## src/rtl/data_sram_axi_bridge.sv

```systemverilog
// Sram-like d-cache port to single-beat AXI4 master bridge, one transaction in flight.
// Optional byte strobes from size/address when SRAM_AXI_WSTRB_EN is defined; full-word otherwise.
module data_sram_axi_bridge #(
  parameter int ID_WIDTH = 4,
  parameter int RD_ID    = 1,
  parameter int WR_ID    = 1
) (
  input  logic                clk,
  input  logic                rst,
  input  logic                data_req,
  input  logic                data_wr,
  input  logic [1:0]          data_size,
  input  logic [31:0]         data_addr,
  input  logic [31:0]         data_wdata,
  output logic [31:0]         data_rdata,
  output logic                data_addr_ok,
  output logic                data_data_ok,
  output logic [ID_WIDTH-1:0] arid,
  output logic [31:0]         araddr,
  output logic [7:0]          arlen,
  output logic [2:0]          arsize,
  output logic [1:0]          arburst,
  output logic                arvalid,
  input  logic                arready,
  input  logic [ID_WIDTH-1:0] rid,
  input  logic [31:0]         rdata,
  input  logic [1:0]          rresp,
  input  logic                rlast,
  input  logic                rvalid,
  output logic                rready,
  output logic [ID_WIDTH-1:0] awid,
  output logic [31:0]         awaddr,
  output logic [7:0]          awlen,
  output logic [2:0]          awsize,
  output logic [1:0]          awburst,
  output logic                awvalid,
  input  logic                awready,
  output logic [31:0]         wdata,
  output logic [3:0]          wstrb,
  output logic                wlast,
  output logic                wvalid,
  input  logic                wready,
  input  logic [ID_WIDTH-1:0] bid,
  input  logic [1:0]          bresp,
  input  logic                bvalid,
  output logic                bready
);

  typedef enum logic [2:0] {
    IDLE,
    AR,
    R,
    AW_W,
    B
  } state_t;

  state_t      state;
  logic        wr_reg;
  logic [1:0]  size_reg;
  logic [31:0] addr_reg;
  logic [31:0] wdata_reg;
  logic        aw_done;
  logic        w_done;

  logic aw_hs;
  logic w_hs;
  logic aw_fin;
  logic w_fin;

  // Responses and IDs are not used: a single outstanding beat needs no matching.
  logic unused_resp;
  assign unused_resp = ^{rid, rresp, bid, bresp};

  assign aw_hs  = awvalid & awready;
  assign w_hs   = wvalid & wready;
  assign aw_fin = aw_done | aw_hs;
  assign w_fin  = w_done | w_hs;

  assign data_addr_ok = data_req & (state == IDLE);
  assign data_data_ok = wr_reg ? ((state == B) & bvalid)
                               : ((state == R) & rvalid & rlast);
  assign data_rdata   = (state == R) ? rdata : 32'h0;

  assign arid    = ID_WIDTH'(RD_ID);
  assign awid    = ID_WIDTH'(WR_ID);
  assign araddr  = addr_reg;
  assign awaddr  = addr_reg;
  assign arlen   = 8'h0;
  assign awlen   = 8'h0;
  assign arsize  = {1'b0, size_reg};
  assign awsize  = {1'b0, size_reg};
  assign arburst = 2'b01;
  assign awburst = 2'b01;
  assign wdata   = wdata_reg;
  assign wlast   = 1'b1;

`ifdef SRAM_AXI_WSTRB_EN
  // Byte lanes selected by access size and low address bits.
  always_comb begin
    wstrb = 4'b1111;
    unique case (size_reg)
      2'd0:    wstrb = 4'b0001 << addr_reg[1:0];
      2'd1:    wstrb = addr_reg[1] ? 4'b1100 : 4'b0011;
      default: wstrb = 4'b1111;
    endcase
  end
`else
  assign wstrb = 4'b1111;
`endif

  // Transaction FSM with registered AXI valid/ready outputs.
  always_ff @(posedge clk) begin
    if (rst) begin
      state     <= IDLE;
      wr_reg    <= 1'b0;
      size_reg  <= 2'b0;
      addr_reg  <= 32'h0;
      wdata_reg <= 32'h0;
      aw_done   <= 1'b0;
      w_done    <= 1'b0;
      arvalid   <= 1'b0;
      rready    <= 1'b0;
      awvalid   <= 1'b0;
      wvalid    <= 1'b0;
      bready    <= 1'b0;
    end else begin
      unique case (state)
        IDLE: begin
          if (data_req) begin
            wr_reg    <= data_wr;
            size_reg  <= data_size;
            addr_reg  <= data_addr;
            wdata_reg <= data_wdata;
            aw_done   <= 1'b0;
            w_done    <= 1'b0;
            if (data_wr) begin
              state   <= AW_W;
              awvalid <= 1'b1;
              wvalid  <= 1'b1;
            end else begin
              state   <= AR;
              arvalid <= 1'b1;
            end
          end
        end
        AR: begin
          if (arready) begin
            arvalid <= 1'b0;
            rready  <= 1'b1;
            state   <= R;
          end
        end
        R: begin
          if (rvalid & rlast) begin
            rready <= 1'b0;
            state  <= IDLE;
          end
        end
        AW_W: begin
          if (aw_hs) begin
            awvalid <= 1'b0;
            aw_done <= 1'b1;
          end
          if (w_hs) begin
            wvalid <= 1'b0;
            w_done <= 1'b1;
          end
          if (aw_fin & w_fin) begin
            aw_done <= 1'b0;
            w_done  <= 1'b0;
            bready  <= 1'b1;
            state   <= B;
          end
        end
        B: begin
          if (bvalid) begin
            bready <= 1'b0;
            state  <= IDLE;
          end
        end
        default: state <= IDLE;
      endcase
    end
  end

endmodule

```

## config.mk

```make
export PLATFORM = sky130hd
export DESIGN_NAME = data_sram_axi_bridge
export DESIGN_NICKNAME = d
export VERILOG_FILES = /design/src/rtl/data_sram_axi_bridge.sv
export SDC_FILE = /design/constraint.sdc
export NUM_CORES = 1
export LEC_CHECK = 0
export BUFFER_PORTS_ARGS = -buffer_cell sky130_fd_sc_hd__buf_2
export CAP_MARGIN = 15
export CORE_AREA = 3 3 114 116
export CTS_CLUSTER_DIAMETER = 200
export CTS_CLUSTER_SIZE = 30
export DETAILED_ROUTE_END_ITERATION = 8
export DIE_AREA = 0 0 117 119
export GPL_ROUTABILITY_DRIVEN = 0
export GPL_TIMING_DRIVEN = 0
export HOLD_SLACK_MARGIN = 0.08
export PLACE_DENSITY = 0.75
export SLEW_MARGIN = 20
export SYNTH_ARGS = -nofsm -noshare
export SYNTH_HDL_FRONTEND = slang
export SYNTH_SLANG_ARGS = --single-unit
export TNS_END_PERCENT = 5
```

## constraint.sdc

```tcl
create_clock -name clk -period 3.4 [get_ports clk]
set_input_delay 0.17 -clock clk [delete_from_list [all_inputs] [get_ports clk]]
set_output_delay 0.17 -clock clk [all_outputs]
set_load 0.03 [all_outputs]
```

== Word-level counts from Yosys, hierarchy flattened ==
Index checks and enable logic that the tools add are counted.
Storage, ports and cells
  bits of input ports: 120
  logic and storage cells: 83
  output and inout bits: 174
  register bits: 77
Operators by class
  muxes and demuxes: 32
  bitwise gates (word level): 10
  reduce and logical (&&, ||, !) cells: 14
  equality and inequality tests: 15
Operator list (number)
  two-way mux 32 bit: 1
  two-way mux 1 bit: 17
  inequality test 2 bit (second input constant): 8
  two-way mux 3 bit: 5
  case mux 3 bit (5 select lines): 1
  case mux 1 bit (2 select lines): 7
  AND reduction 3 bit: 4
  AND reduction 4 bit: 3
  AND 1 bit: 8
  nonzero test 2 bit: 4
  equality test 3 x 2 -> 1 bit (second input constant): 2
  inequality test 3 bit (second input constant): 2
  AND reduction 5 bit: 1
  equality test 3 x 1 -> 1 bit (second input constant): 1
  equality test 3 bit (second input constant): 1
  zero test 3 bit: 1
  two-way mux 2 bit: 1
  inequality test 2 x 1 -> 1 bit (second input constant): 1
  bitwise OR 1 bit: 2
  AND reduction 2 bit: 1

== Logic depth before layout (Yosys ltp) ==
  depth in word-level cells: 5
  gate-level depth with buffers: 7
  mapped depth without buffers: 5

== Least setup slack after synthesis ==
No wires, ideal clock.
  path kind: reg2reg
  start: register state[2]
  end: register addr_reg[20] (netlist: araddr[20])
  setup time: 132 ps
  arrival time: 1455 ps
  slack: 1812 ps
  stages on the path, launching flop included: 7
  data required time: 3268 ps
  period minus slack after synthesis: 1588 ps
  path buffers: 3
  path through: dfxtp_1 -> or4b_1 -> buf_2 -> buf_2 -> buf_2 -> nand2_1 -> a21oi_1
Between the ends
  longest elaborated chain between the ends: 2
RTL lines
  start, declared: RTL line 57  | state_t state;
  start signal, assigned: RTL line 114  | state <= IDLE;
  start signal, assigned: RTL line 137  | state <= AW_W;
  start signal, assigned: RTL line 141  | state <= AR;
  zero test 3 bit: RTL line 127  | unique case (state)
  AND reduction 2 bit (no source line)
  end signal, assigned: RTL line 132  | addr_reg <= data_addr;
  end, declared: RTL line 60  | logic [31:0] addr_reg;
No other way between the ends.
A chain may end at the register's enable or synchronous reset.

== Worst setup path in the final report ==
  start: register state[1]
  end: output data_rdata[28]
Between the ends
  longest elaborated chain between the ends: 2
RTL lines
  equality test 3 x 2 -> 1 bit: RTL line 82  | assign data_rdata = (state == R) ? rdata : 32'h0;
  two-way mux 32 bit: RTL line 82
  end, declared: RTL line 15  | output logic [31:0] data_rdata,
No other way between the ends.

==> summary.txt <==
Outcome
  • Outcome: finished, final reports clean

Power
  • Pwr dens: between 500 and 600 nW/um2
  • Internal power: between 1.5 and 2 mW
  • Peak supply drop: 192 uV
  • Switching part of the total: 0.370
  • Part of the power in registers: 0.338
  • Clock network fraction of total power: 0.289
  • Leakage power: 3.11 nW
  • Tot Pwr: around 3.1 mW
  • Combinational Power Share: 0.373
  • Switching power total: about 1.2 mW

Timing
  • Final hold slack: around 0.094 ns
  • Max-slew violations: 0
  • Max_slew headroom: 0.554
  • Setup Viol. Count Final: 0
  • Max Clk Rate: 442 MHz
  • Skew final: slightly above 0.008 ns
  • Setup ws final: ~1.1 ns
  • Min Tclk post-route: between 2 and 2.5 ns
  • Fin Setup TNS: 0 ns
  • Tcrit/Tclk final: 0.665
  • Final Hold Viols: 0
  • Least-Margin Pin Slew: ~0.67 ns
  • Unrepaired setup endpoints after global routing: no

Worst setup path
  • Slowest-stage cell, CP: dfxtp_1
  • Worst path bufs/invs: 3
  • Cell depth of the worst setup path: 6
  • Critical Path RT: between 3 and 4 ns
  • Crit path capture: data_rdata[28]
  • Critical Path Start: state[1]$_SDFFE_PP0P_
  • Crit. End Element: output port
  • Largest stage delay, worst path: 0.34 ns
  • WS Path Type: reg2out
  • Most used cell, CP: clkbuf_1
  • FF-to-FF End: rready$_SDFFE_PP0P_
  • CP Max Fanout: 10
  • R2R Setup Slk: 1.53 ns
  • Cell Chain, Critical Path: clkbuf_1, nand2b_1, nor2_1, clkbuf_1, and2_1, buf_2
  • R2R Path Start: state[1]$_SDFFE_PP0P_
  • Worst r2r path cells: 5
  • Largest delay share family, worst path: buffers and inverters
  • Startpoint Class: register
  • WP data arrival: 2.09 ns

Clock network
  • Clk sinks: 77
  • Num CTS Buffers: 9
  • Post_cts resized: 0
  • Worst-path clk slew: 0.06 ns
  • Hold_buf cts: 51
  • H-tree depth: 3
  • Clk root buf: clkbuf_16
  • Post-CTS setup buffers: 0
  • Maximum root-to-sink buffer count: 2
  • CTS tree: built
  • Clk_lat worst skew: approximately 0.32 ns

Detailed routing
  • Initial drt markers: between 200 and 250
  • Total Wirelength: roughly 12000 um
  • DRC errors left: 0
  • Antenna-violating nets left: 0
  • Drt first pass iters: 4
  • Via density: 4.22
  • Vias: 4030
  • Wirelength per Cell: around 13 um

Cells and area
  • Nets: between 900 and 1000
  • Layout area overhead: 65.7%
  • # diodes: 0
  • Filler Cell Count: between 1000 and 1500
  • Final Non-Filler Cells: between 900 and 1000
  • Layout cell share with drive strength beyond 1: 0.419

Logic synthesis
  • Post-synth EDFFs: 0
  • Dominant synthesized flop cell: dfxtp_1
  • Netlist cell types: 32
  • Synth area leaders: dfxtp_1 43%, nand2_1 15%, buf_4 15%
  • Mapped Cells: 462
  • Mapped Area: 3550 um2
  • Syn Area/Cell: 7.68 um2
  • Synthesized flop and latch total: 77
  • Most common cell in the netlist: nand2_1
  • YS warnings: 0
  • Synth top area share: 0.435
  • Post-synthesis async set-or-reset flop share: 0
  • Post-synthesis sequential area ratio: 0.435
  • Synth area leader: dfxtp_1
  • Top cells by count, synth: 139 x nand2_1, 77 x dfxtp_1, 75 x a21oi_1, 69 x buf_4, 32 x and2_1

Floorplan
  • Initial Utilization: 0.295
  • Std cell rows: 40
  • Die Height: approximately 120 um
  • Width of the die: about 120 um
  • Die area: around 14000 um2
  • I/O pin total: between 200 and 300
  • Core Region: roughly 12000 um2

GRT
  • First-pass GRT wire length: 17800 um
  • Total GRT Usage: 0.163
  • Total grt overflow: 0
  • Antenna violations before repair: 1
  • Vias in the first global route: ~3800
  • Largest net degree at the start of global routing: 12

Flow run
  • Max Cap Violations: 0

Place
  • Port bufs: between 200 and 250
  • Dpl ws: 1.48 ns
  • HPWL Detailed: between 8000 and 9000 um
  • DP Cell Count: between 800 and 900

Min path
  • Hold Path Class: in2reg
==> cell type report <==
type,instances,area (um2),share of cell area
flip-flops and latches,77,1540,0.262
clock inverters,2,35.0,0.00596
clock buffers,13,240,0.0409
inverters,2,12.5,0.00213
multi-input cells,318,1460,0.249
plain buffers,98,652,0.111
well taps,147,184,0.0313
repair buffers,297,1750,0.297
==> worst min-delay path, cell delays in order <==
cell and delay, ns:
buf_2 0.10, nand2_1 0.05, a21oi_1 0.05
==> routing by layer <==
metal  vias to the layer above  GRT usage  part of all wire
met1                      1747      0.177              0.39
li1                       2063          -                 -
met3                        19     0.0315             0.069
met4                         2     0.0703             0.021
met2                       199      0.298              0.52
met5                         -          0            0.0011
==> stage by stage <==
step	util	instance area [um2]
CTS	0.488	5870
global route	0.489	5880
detailed placement	0.423	5080
finish	0.489	5880
global placement	0.423	5080
floorplan	-	3670
==> cells in the final DEF, fill, tap and decap left out, types with 2 or more instances in the layout <==
cell type,instances
clkbuf_1,23
nor4_1,2
buf_6,2
dfxtp_1,77
nand3b_1,2
dlygate4sd3_1,52
nand2_1,139
and2_1,32
clkbuf_16,9
nand3_1,4
a31oi_1,3
a21oi_1,75
buf_2,253
buf_4,69
nand2b_1,4
conb_1,35
nor2_1,7
==> worst min path at each step <==
stage | cells past startpoint | end | from
2_1_floorplan | 1 | rready$_SDFFE_PP0P_ | rlast
3_3_place_gp | 2 | rready$_SDFFE_PP0P_ | rvalid
3_5_place_dp | 3 | wdata[9]$_SDFFE_PP0P_ | data_wdata[9]
4_1_cts | 3 | wdata[20]$_SDFFE_PP0P_ | data_wdata[20]
5_1_grt | 3 | size_reg[0]$_SDFFE_PP0P_ | data_size[0]
6_report | 3 | wdata[25]$_SDFFE_PP0P_ | data_wdata[25]
==> cell families after synthesis <==
kind of cell           count (synthesis)  synth area share
AO/OA/AOI/OAI                         84             0.124
multiplexers                           1           0.00282
buffers and inverters                100             0.187
other                                  2           0.00212
AND/OR/NAND/NOR                      198             0.249
flip-flops                            77             0.435
==> power groups by stage <==
stage / combinational, mW / sequential [mW] / clock (mW)
finish: 1.16 / 1.06 / 0.901
floorplan: 0.617 / 1.24 / 0
CTS: 1.17 / 1.06 / 0.935
global placement: 1.11 / 1.07 / 0
global route: 1.26 / 1.07 / 0.968
detailed placement: 1.12 / 1.08 / 0
No activity file was read; power rests on OpenSTA's default activity.
